**src/rtl/pipe_hazard_ctrl.sv**
```systemverilog
// Interlock/flush controller for the five-stage DLX pipeline.
// Without forwarding, a register written by an in-flight instruction cannot
// be read in decode until the instruction leaves WB. Decode stalls while that
// is the case, and IF/ID is flushed when EX resolves a taken branch or jump.
// Saturating statistics counters track stalls and flushes.

// One scoreboard slot compare: does this in-flight destination feed ID?
module pipe_hazard_sb_entry (
  input  logic       vld,
  input  logic [4:0] dest,
  input  logic [4:0] rs1,
  input  logic [4:0] rs2,
  input  logic       use_rs1,
  input  logic       use_rs2,
  output logic       hit
);
  // r0 is hardwired zero, so it never creates a dependency
  assign hit = vld && (dest != 5'd0) &&
               ((use_rs1 && (dest == rs1)) || (use_rs2 && (dest == rs2)));
endmodule

module pipe_hazard_ctrl #(
  parameter int PEND_DEPTH = 3,
  parameter int CNT_W      = 16
) (
  input  logic             clock2,
  input  logic             reset2,
  input  logic [31:0]      inst_id,
  input  logic             id_valid,
  input  logic             branch_taken_ex,
  output logic             stall_id,
  output logic             flush_ifid,
  output logic [1:0]       ctrl_state,
  output logic [CNT_W-1:0] stall_cycles,
  output logic [CNT_W-1:0] stall_events,
  output logic [CNT_W-1:0] flush_count
);

  typedef enum logic [1:0] {
    ST_RUN   = 2'd0,
    ST_STALL = 2'd1,
    ST_FLUSH = 2'd2
  } state_t;

  localparam logic [5:0] OP_LW    = 6'b000010;
  localparam logic [5:0] OP_SW    = 6'b001010;
  localparam logic [5:0] OP_BEQZ  = 6'b100000;
  localparam logic [5:0] OP_BNEZ  = 6'b100001;
  localparam logic [5:0] OP_RTYPE = 6'b110000;

  logic [5:0] opcode;
  logic [4:0] rs1, rs2, rd_i, rd_r;
  logic       is_alui;
  logic       use_rs1, use_rs2;
  logic [4:0] dest;

  // In-flight destinations; index 1 = EX, index PEND_DEPTH = WB
  logic [PEND_DEPTH:1]      vld_pipe;
  logic [PEND_DEPTH:1][4:0] dest_pipe;
  logic [PEND_DEPTH:1]      hit;

  logic   hazard;
  logic   issue_vld;
  state_t state_q, state_d;

  assign opcode  = inst_id[31:26];
  assign rs1     = inst_id[25:21];
  assign rs2     = inst_id[20:16];
  assign rd_i    = inst_id[20:16];
  assign rd_r    = inst_id[15:11];
  assign is_alui = (opcode[5:4] == 2'b01);

  // Per-opcode source usage and destination; J and unknown opcodes do neither
  always_comb begin
    use_rs1 = 1'b0;
    use_rs2 = 1'b0;
    dest    = 5'd0;
    if (opcode == OP_RTYPE) begin
      use_rs1 = 1'b1;
      use_rs2 = 1'b1;
      dest    = rd_r;
    end else if (opcode == OP_SW) begin
      use_rs1 = 1'b1;
      use_rs2 = 1'b1;
    end else if ((opcode == OP_LW) || is_alui) begin
      use_rs1 = 1'b1;
      dest    = rd_i;
    end else if ((opcode == OP_BEQZ) || (opcode == OP_BNEZ)) begin
      use_rs1 = 1'b1;
    end
  end

  genvar k;
  generate
    for (k = 1; k <= PEND_DEPTH; k++) begin : g_sb
      pipe_hazard_sb_entry u_ent (
        .vld     (vld_pipe[k]),
        .dest    (dest_pipe[k]),
        .rs1     (rs1),
        .rs2     (rs2),
        .use_rs1 (use_rs1),
        .use_rs2 (use_rs2),
        .hit     (hit[k])
      );
    end
  endgenerate

  // The WB slot still counts: regfile write and decode read share an edge
  assign hazard     = id_valid && (|hit);
  assign flush_ifid = branch_taken_ex;
  assign stall_id   = hazard && !branch_taken_ex;
  // Only a real, issuing instruction with a nonzero destination is tracked
  assign issue_vld  = id_valid && !stall_id && !flush_ifid && (dest != 5'd0);

  // Advance the scoreboard one stage; a stalled/flushed ID issues a bubble
  always_ff @(posedge clock2 or negedge reset2) begin
    if (!reset2) begin
      vld_pipe  <= '0;
      dest_pipe <= '0;
    end else begin
      for (int i = PEND_DEPTH; i >= 2; i--) begin
        vld_pipe[i]  <= vld_pipe[i-1];
        dest_pipe[i] <= dest_pipe[i-1];
      end
      vld_pipe[1]  <= issue_vld;
      dest_pipe[1] <= issue_vld ? dest : 5'd0;
    end
  end

  // Next state: flush wins over stall
  always_comb begin
    state_d = ST_RUN;
    if (flush_ifid)    state_d = ST_FLUSH;
    else if (stall_id) state_d = ST_STALL;
  end

  // State register
  always_ff @(posedge clock2 or negedge reset2) begin
    if (!reset2) state_q <= ST_RUN;
    else         state_q <= state_d;
  end

  assign ctrl_state = state_q;

  // Saturating statistics; a counter at all-ones simply holds
  always_ff @(posedge clock2 or negedge reset2) begin
    if (!reset2) begin
      stall_cycles <= '0;
      stall_events <= '0;
      flush_count  <= '0;
    end else begin
      if (stall_id && (stall_cycles != '1))
        stall_cycles <= stall_cycles + CNT_W'(1);
      if ((state_d == ST_STALL) && (state_q != ST_STALL) && (stall_events != '1))
        stall_events <= stall_events + CNT_W'(1);
      if (flush_ifid && (flush_count != '1))
        flush_count <= flush_count + CNT_W'(1);
    end
  end

endmodule

```
**config.mk**
```make
export PLATFORM = sky130hd
export DESIGN_NAME = pipe_hazard_ctrl
export DESIGN_NICKNAME = d
export VERILOG_FILES = /design/src/rtl/pipe_hazard_ctrl.sv
export SDC_FILE = /design/constraint.sdc
export NUM_CORES = 1
export LEC_CHECK = 0
export BUFFER_PORTS_ARGS = -buffer_cell sky130_fd_sc_hd__buf_2
export CAP_MARGIN = 10
export CORE_MARGIN = 5
export CORE_UTILIZATION = 55
export CTS_CLUSTER_SIZE = 16
export DETAILED_ROUTE_END_ITERATION = 7
export GPL_ROUTABILITY_DRIVEN = 0
export PLACE_DENSITY = 0.88
export RECOVER_POWER = 100
export SLEW_MARGIN = 25
export SYNTH_ARGS = -nofsm -noshare
export SYNTH_HDL_FRONTEND = slang
export SYNTH_SLANG_ARGS = --single-unit
```
**constraint.sdc**
```tcl
create_clock -name clock2 -period 5.6 [get_ports clock2]
set_input_delay 0.56 -clock clock2 [delete_from_list [all_inputs] [get_ports clock2]]
set_output_delay 0.56 -clock clock2 [all_outputs]
set_load 0.02 [all_outputs]
```
==> reports/metrics.yaml, run 1 <==
postCtsSetupBuffers: 0
fmax_mhz: 282
grt_util_all_layers: 0.197
cp_top_family: "simple AND/OR/NAND/NOR gates"
synth_cells: 299
grt-ovfl-total: 0
synthSimpleGateAreaFrac: 0.203
dieArea_um2: 7810
htreeDepth: 3
ios: 88
p_leak_nw: 1.75
drt_iter0_drc: 96
wl_per_cell_um: 16.0
path_max_fanout: 8
path_depth: 7
slew_violations: 0
dpl_cell_area_um2: 3820
reg2regPathDepth: 7
worst_pin_slew_ps: 1440
fill_cells: 526
core_area_um2: 5960
numPortBuffers: 76
hold_viol_final: 0
die_h_um: 88.4
crit_buf_inv: 1
rr_endpoint: "stall_cycles[15]"
cts.hold.buffers_added: 0
dpl_worst_slack_ps: 2760
slowest_stage: "or4_1"
drv_cap: 0
cts_tree: "done"
synth-xor-area-share: 0.192
rsz0062_at_grt: "false"
period_needed_ps: 3540
crit_type: "reg -> out"
outcome: "complete, no violations"
synth_warnings: 0
setup.worst_path.start_class: "flop"
setup_slack_ps: 2060
die_x_um: 88.4
first_global_vias: 2602
dr.pass1.iters: 4
clk-insertion-delay-late_ps: 340
crit_chain: "or4_1 > o21ai_0 > nor4_2 > o31ai_1 > and2_0 > nor2_1 > clkbuf_1"
setup_violations: 0
clock_path_buffers: 2
post_drt_via_cell_ratio: 5.62
endpoint_kind: "primary output"
crit_end: "stall_id"
min_period_over_period: 0.633
area_growth_pct: 15.5
min_path_type: "reg -> reg"
grt_max_degree: 69
fin_area_um2: 3910
fin_worst_skew_ps: 8.88
synth_top_family_by_area: "simple AND/OR/NAND/NOR gates"
ys_seq_area_frac: 0.504
cp.arrival_ps: 2980
critical_path.startpoint: "dest_pipe[5]"
antenna_found_initial: 0
numCtsBuffers: 9
relSlewSlack: 0.0420
clkTransAtPathRegs_ps: 70
cts_resized: 0
syn-num-nets: 338
clkSinkCount: 68
ys_types: 43
ff2ff_setup_slack_ps: 2460
drc: 0
start_util: 0.567
slowest_delay_ps: 520
r2r-start: "stall_cycles[4]"
power.density_nw_per_um2: 272
hpwl_um: 5460
core.rowCount: 28
synth_area_um2: 3380
peakVddDrop_mv: 0.253
avgSynthCellArea_um2: 11.3
drtAntennaViolNets: 0
fin_nets: 420
drive_above_1_share: 0.150
synth-compound-area-share: 0.0618
required_ps: 5040
vias: 2591
finalSetupTns_ps: 0
cts_root_buffer: "clkbuf_8"
yosys-mux-area-fraction: 0.0100
synthAdderAreaFrac: 0.0111
routed_wirelength_um: 7390
hold_ws_ps: 375
grt_pass1_wl_um: 12000
synth_seq_cells: 68
diodes: 0
==> worst min-delay path by stage <==
stage | startpoint | to | slack, ps | cells after the start
2_1_floorplan | reset2 | ctrl_state[0] | 260 | 0
3_3_place_gp | vld_pipe[2] | vld_pipe[3] | 380 | 0
3_5_place_dp | vld_pipe[2] | vld_pipe[3] | 380 | 0
4_1_cts | vld_pipe[2] | vld_pipe[3] | 400 | 0
5_1_grt | vld_pipe[2] | vld_pipe[3] | 380 | 0
6_report | vld_pipe[2] | vld_pipe[3] | 380 | 0
==> stage by stage <==
stage / utilization / std cells / power, mW
after floorplan: - / 299 / 0.640
after global placement: 0.642 / 445 / 0.697
after detailed placement: 0.642 / 445 / 0.706
after CTS: 0.674 / 461 / 1.08
after global routing: 0.656 / 461 / 1.11
final: 0.656 / 461 / 1.06
==> registers in the layout, indices dropped and copies added (netlist names) <==
| register | count |
|---|---|
| flush_count | 16 |
| stall_cycles | 16 |
| stall_events | 16 |
| dest_pipe | 15 |
| vld_pipe | 3 |
| ctrl_state | 2 |
==> area by class of cell <==
class                   instances  area (um^2)  area share
flip-flops and latches         68         1700       0.436
multi-input cells             218         1570       0.403
clock buffers                  13          169      0.0433
repair buffers                 77          322      0.0823
clock inverters                 3         20.0     0.00513
inverters                       7         26.3     0.00673
well taps                      75         93.8      0.0240
==> power by group <==
part           switching [mW]  total [mW]  internal [mW]
registers              0.0322       0.549          0.517
clock network           0.178       0.374          0.196
logic                  0.0886       0.141         0.0520
total                   0.299        1.06          0.765
==> logic make-up after synthesis <==
kind of cell	count (synthesis)
AOI/OAI and AO/OA	24
xor gates and xnor gates	74
adders and majority gates	3
buffers and inverters	13
DFF	68
muxes	3
and+or+nand+nor	114
==> routing by layer <==
layer	wire [um]	part of all wire	vias to the layer above	global-route usage
li1	-	-	1207	-
met1	3090	0.42	1280	0.245
met2	3720	0.50	87	0.332
met3	430	0.058	17	0.0391
met4	150	0.020	0	0.0879
met5	0	0	-	0
==> layout by cell type, fill, tap and decap left out, types with 2 or more instances in the layout <==
cell type,n
dfrtp_1,68
clkbuf_1,54
xnor2_1,52
buf_2,23
xor2_1,22
nand2_1,18
nor2_1,17
nand3_1,16
nand4_1,16
clkbuf_8,12
and3_1,9
nor3_1,7
inv_1,7
a22oi_1,6
nand3_2,6
or4_1,5
a21oi_1,5
nor4_2,4
o21ai_0,3
and2_1,3
or2_2,3
ha_1,3
nor4_1,2
o31ai_1,2
and4_1,2
mux2_2,2
o31a_1,2
clkinvlp_4,2
==> synth_stat cells <==
cell type / number / area (um^2)
o31a_1: 2 / 17.5
buf_6: 1 / 11.3
a41o_1: 1 / 10.0
and4_1: 2 / 17.5
o31ai_1: 1 / 7.51
nor4b_2: 1 / 15.0
nor3_2: 1 / 10.0
clkbuf_1: 1 / 3.75
o31ai_2: 1 / 12.5
xnor2_1: 52 / 455
o21ai_0: 2 / 10.0
mux2_1: 1 / 11.3
nand2b_1: 1 / 6.26
ha_1: 3 / 37.5
a21oi_2: 1 / 8.76
or2_2: 3 / 18.8
a31oi_1: 1 / 6.26
mux2_2: 2 / 22.5
nand3b_1: 1 / 7.51
a22oi_1: 6 / 45.0
nor4bb_1: 1 / 10.0
a21oi_1: 4 / 20.0
nand3_2: 6 / 60.1
and2_1: 4 / 25.0
nor3_1: 6 / 30.0
and3_1: 8 / 50.1
a21boi_2: 1 / 11.3
buf_1: 2 / 7.51
nand2_1: 18 / 67.6
inv_1: 7 / 26.3
o31ai_4: 2 / 42.5
xor2_1: 22 / 193
dfrtp_1: 68 / 1700
nor2_1: 17 / 63.8
nor3b_2: 1 / 12.5
nand4_1: 16 / 100
and3_4: 1 / 11.3
o21ai_2: 2 / 17.5
nand3_1: 16 / 80.1
or4_1: 5 / 37.5
nor4_1: 2 / 12.5
nor4_2: 4 / 50.1
buf_4: 2 / 15.0
Note: power is estimated with default switching activity, not from simulation.
==> inputs of run 2 (changes only) <==
- ABC_AREA: unset -> 1
- PLACE_DENSITY: 0.88 -> 0.86
- clock period: 5.6 -> 3.7 ns (I/O delays scaled with it)
==> reports/metrics.yaml, run 2 <==
hold_ws_ps: 232  # was 375 ps
largestRegisters: "flush_count (16), stall_cycles (16), stall_events (16)"  # unchanged
top_usage_layer: "met2"  # unchanged
vias: 3586  # was 2591
antenna_found_initial: 0  # unchanged
synth_area_um2: 3990  # was 3380 um^2
drive_above_1_share: 0.0893  # was 0.150
synth-main-ff-cell: "dfrtp_1"  # unchanged
cts_tree: "done"  # unchanged
first_global_vias: 3431  # was 2602
clkSinkCount: 68  # unchanged
reg2regPathDepth: 9  # was 7
hold_viol_final: 0  # unchanged
slowest_delay_ps: 680  # was 520 ps
cts_root_buffer: "clkbuf_8"  # unchanged
p_switching_mw: 0.486  # was 0.299 mW
setup_slack_ps: 877  # was 2060 ps
diodes: 0  # unchanged
fin_nets: 616  # was 420
setup_violations: 0  # unchanged
ff2ff_setup_slack_ps: 880  # was 2460 ps
drt_iter0_drc: 118  # was 96
finalSetupTns_ps: 0  # unchanged
synth_commonest_cells: "nand2_1, dfrtp_1, inv_1"  # was dfrtp_1, xnor2_1, xor2_1
dieArea_um2: 9050  # was 7810 um^2
clk-insertion-delay-late_ps: 350  # was 340 ps
drtAntennaViolNets: 0  # unchanged
synth_edf_count: 0  # unchanged
dr.pass1.iters: 6  # was 4
ys_seq_area_frac: 0.427  # was 0.504
grtUsageMet3: 0.0355  # was 0.0391
hpwl_um: 6860  # was 5460 um
syn-num-nets: 536  # was 338
p_clk_frac: 0.384  # was 0.352
p_leak_nw: 2.31  # was 1.75 nW
numCtsBuffers: 9  # unchanged
fin_worst_skew_ps: 12.9  # was 8.88 ps
slowest_stage: "nand4_1"  # was or4_1
synth_area_leader_cell: "dfrtp_1"  # unchanged
drc: 0  # unchanged
async_flop_share: 1.00  # unchanged
grt_pass1_wl_um: 15400  # was 12000 um
cts.hold.buffers_added: 0  # unchanged
peakVddDrop_mv: 0.247  # was 0.253 mV
yosysMostFrequentCell: "nand2_1"  # was dfrtp_1
clock_path_buffers: 2  # unchanged
yosysTopAreaCellShare: 0.427  # was 0.504
relSlewSlack: -0.0797  # was 0.0420
grt-ovfl-total: 0  # unchanged
start_util: 0.559  # was 0.567
fmax_mhz: 354
period_needed_ps: 2820
post_drt_via_cell_ratio: 5.27  # was 5.62
slew_violations: 31  # was 0
synth_seq_cells: 68  # unchanged
endpoint_kind: "flop"  # was primary output
wl_per_cell_um: 13.9  # was 16.0 um
dpl_worst_slack_ps: 1200  # was 2760 ps
cp_top_family: "simple AND/OR/NAND/NOR gates"  # unchanged
setup.worst_path.start_class: "flop"  # unchanged
internal-power_mw: 1.24  # was 0.765 mW
ios: 88  # unchanged
yosys-top-cells-area: "dfrtp_1, nand2_1, xor2_1"  # was dfrtp_1, xnor2_1, xor2_1
finalPower_mw: 1.73  # was 1.06 mW
cp.arrival_ps: 3110  # was 2980 ps
die_h_um: 95.1  # was 88.4 um
numPortBuffers: 76  # unchanged
core_area_um2: 7140  # was 5960 um^2
area_growth_pct: 14.5  # was 15.5%
ys_types: 30  # was 43
crit_chain: "ha_1 > inv_1 > nor3_1 > nand2_1 > nor2_1 > nand3_1 > nand4_1 > nand2_1 > nand2_1"  # was or4_1 > o21ai_0 > nor4_2 > o31ai_1 > and2_0 > nor2_1 > clkbuf_1
min_path_cells: 1  # was 0
violations: "capacitance limit, slew limit"
mostFrequentLayoutCells: "nand2_1, dfrtp_1, clkbuf_1"  # was dfrtp_1, clkbuf_1, xnor2_1
worst_pin_slew_ps: 1620  # was 1440 ps
seq_power_share: 0.480  # was 0.516
cts_resized: 0  # unchanged
power.density_nw_per_um2: 379  # was 272 nW/um^2
core.rowCount: 31  # was 28
clkTransAtPathRegs_ps: 80  # was 70 ps
crit_buf_inv: 1  # unchanged
grt_use_met2: 0.378  # was 0.332
drv_cap: 1  # was 0
cpMostUsedCell: "nand2_1"
grt_util_all_layers: 0.215  # was 0.197
postCtsSetupBuffers: 0  # unchanged
path_depth: 9  # was 7
p_sw_frac: 0.281  # about the same
routed_wirelength_um: 9460  # was 7390 um
grt_max_degree: 40  # was 69
min_period_over_period: 0.763
path_max_fanout: 16  # was 8
use_met1: 0.259  # was 0.245
synth_cells: 497  # was 299
required_ps: 3990  # was 5040 ps
pwr-share-comb: 0.136  # was 0.132
outcome: "finished, violations left"  # was complete, no violations
die_x_um: 95.1  # was 88.4 um
synth_warnings: 0  # unchanged
min_path_type: "in -> reg"  # was reg -> reg
crit_type: "reg -> reg"  # was reg -> out
htreeDepth: 3  # unchanged
avgSynthCellArea_um2: 8.02  # was 11.3 um^2
mostFrequentLayoutCell: "nand2_1"  # was dfrtp_1
rsz0062_at_grt: "false"  # unchanged
run 2: final timing paths:
kind,startpoint,endpoint
worst max-delay path,stall_events[0],stall_events[5]
worst min-delay path,branch_taken_ex,ctrl_state[1]
worst max register to register,stall_events[0],stall_events[5]
worst min register to register,vld_pipe[2],vld_pipe[3]
max in group asynchronous,reset2,stall_events[15]
min in group asynchronous,reset2,stall_cycles[2]
run 2: cell type report:
type / instances / area (um^2)
fillers: 647 / 2570
multi-input cells: 364 / 1990
flip-flops and latches: 68 / 1700
repair buffers: 78 / 322
inverters: 56 / 210
clock buffers: 13 / 179
well taps: 99 / 124
clock inverters: 3 / 42.5
run 2: per-layer routing:
metal	wire length [um]	share of wire
met3	464	0.049
met5	0	0
met1	3970	0.42
met2	4830	0.51
met4	188	0.020
run 2: power by group through the flow:
stage	clock [mW]	combinational [mW]	sequential, mW
5_1_grt	0.705	0.261	0.837
2_1_floorplan	0	0.101	0.878
6_report	0.664	0.235	0.829
3_5_place_dp	0	0.244	0.842
4_1_cts	0.671	0.248	0.829
3_3_place_gp	0	0.232	0.838
run 2: worst reg2reg max path: cells and delay by family (launching register included):
kind | cells | cell delay, ps
adder cells (fa/ha/maj) | 1 | 240
buffers and inverters | 1 | 80
AND/OR/NAND/NOR | 7 | 2040
flip-flops | 1 | 420
run 2: kinds of logic (layout without fill, tap and decap cells):
logic type	after synthesis	after routing	share of synthesized area
adder cells (fa/ha/maj)	3	3	0.00941
buffers and inverters	65	150	0.0690
XOR/XNOR	64	64	0.141
AO/OA/AOI/OAI	10	10	0.0213
flip-flops	68	68	0.427
AND/OR/NAND/NOR	287	287	0.333
run 2: metrics by stage:
step	instances	instance area [um^2]	util
3_5_place_dp	665	4440	0.622
4_1_cts	681	4660	0.653
3_3_place_gp	665	4440	0.622
6_report	681	4570	0.640
2_1_floorplan	497	3990	-
5_1_grt	681	4570	0.640
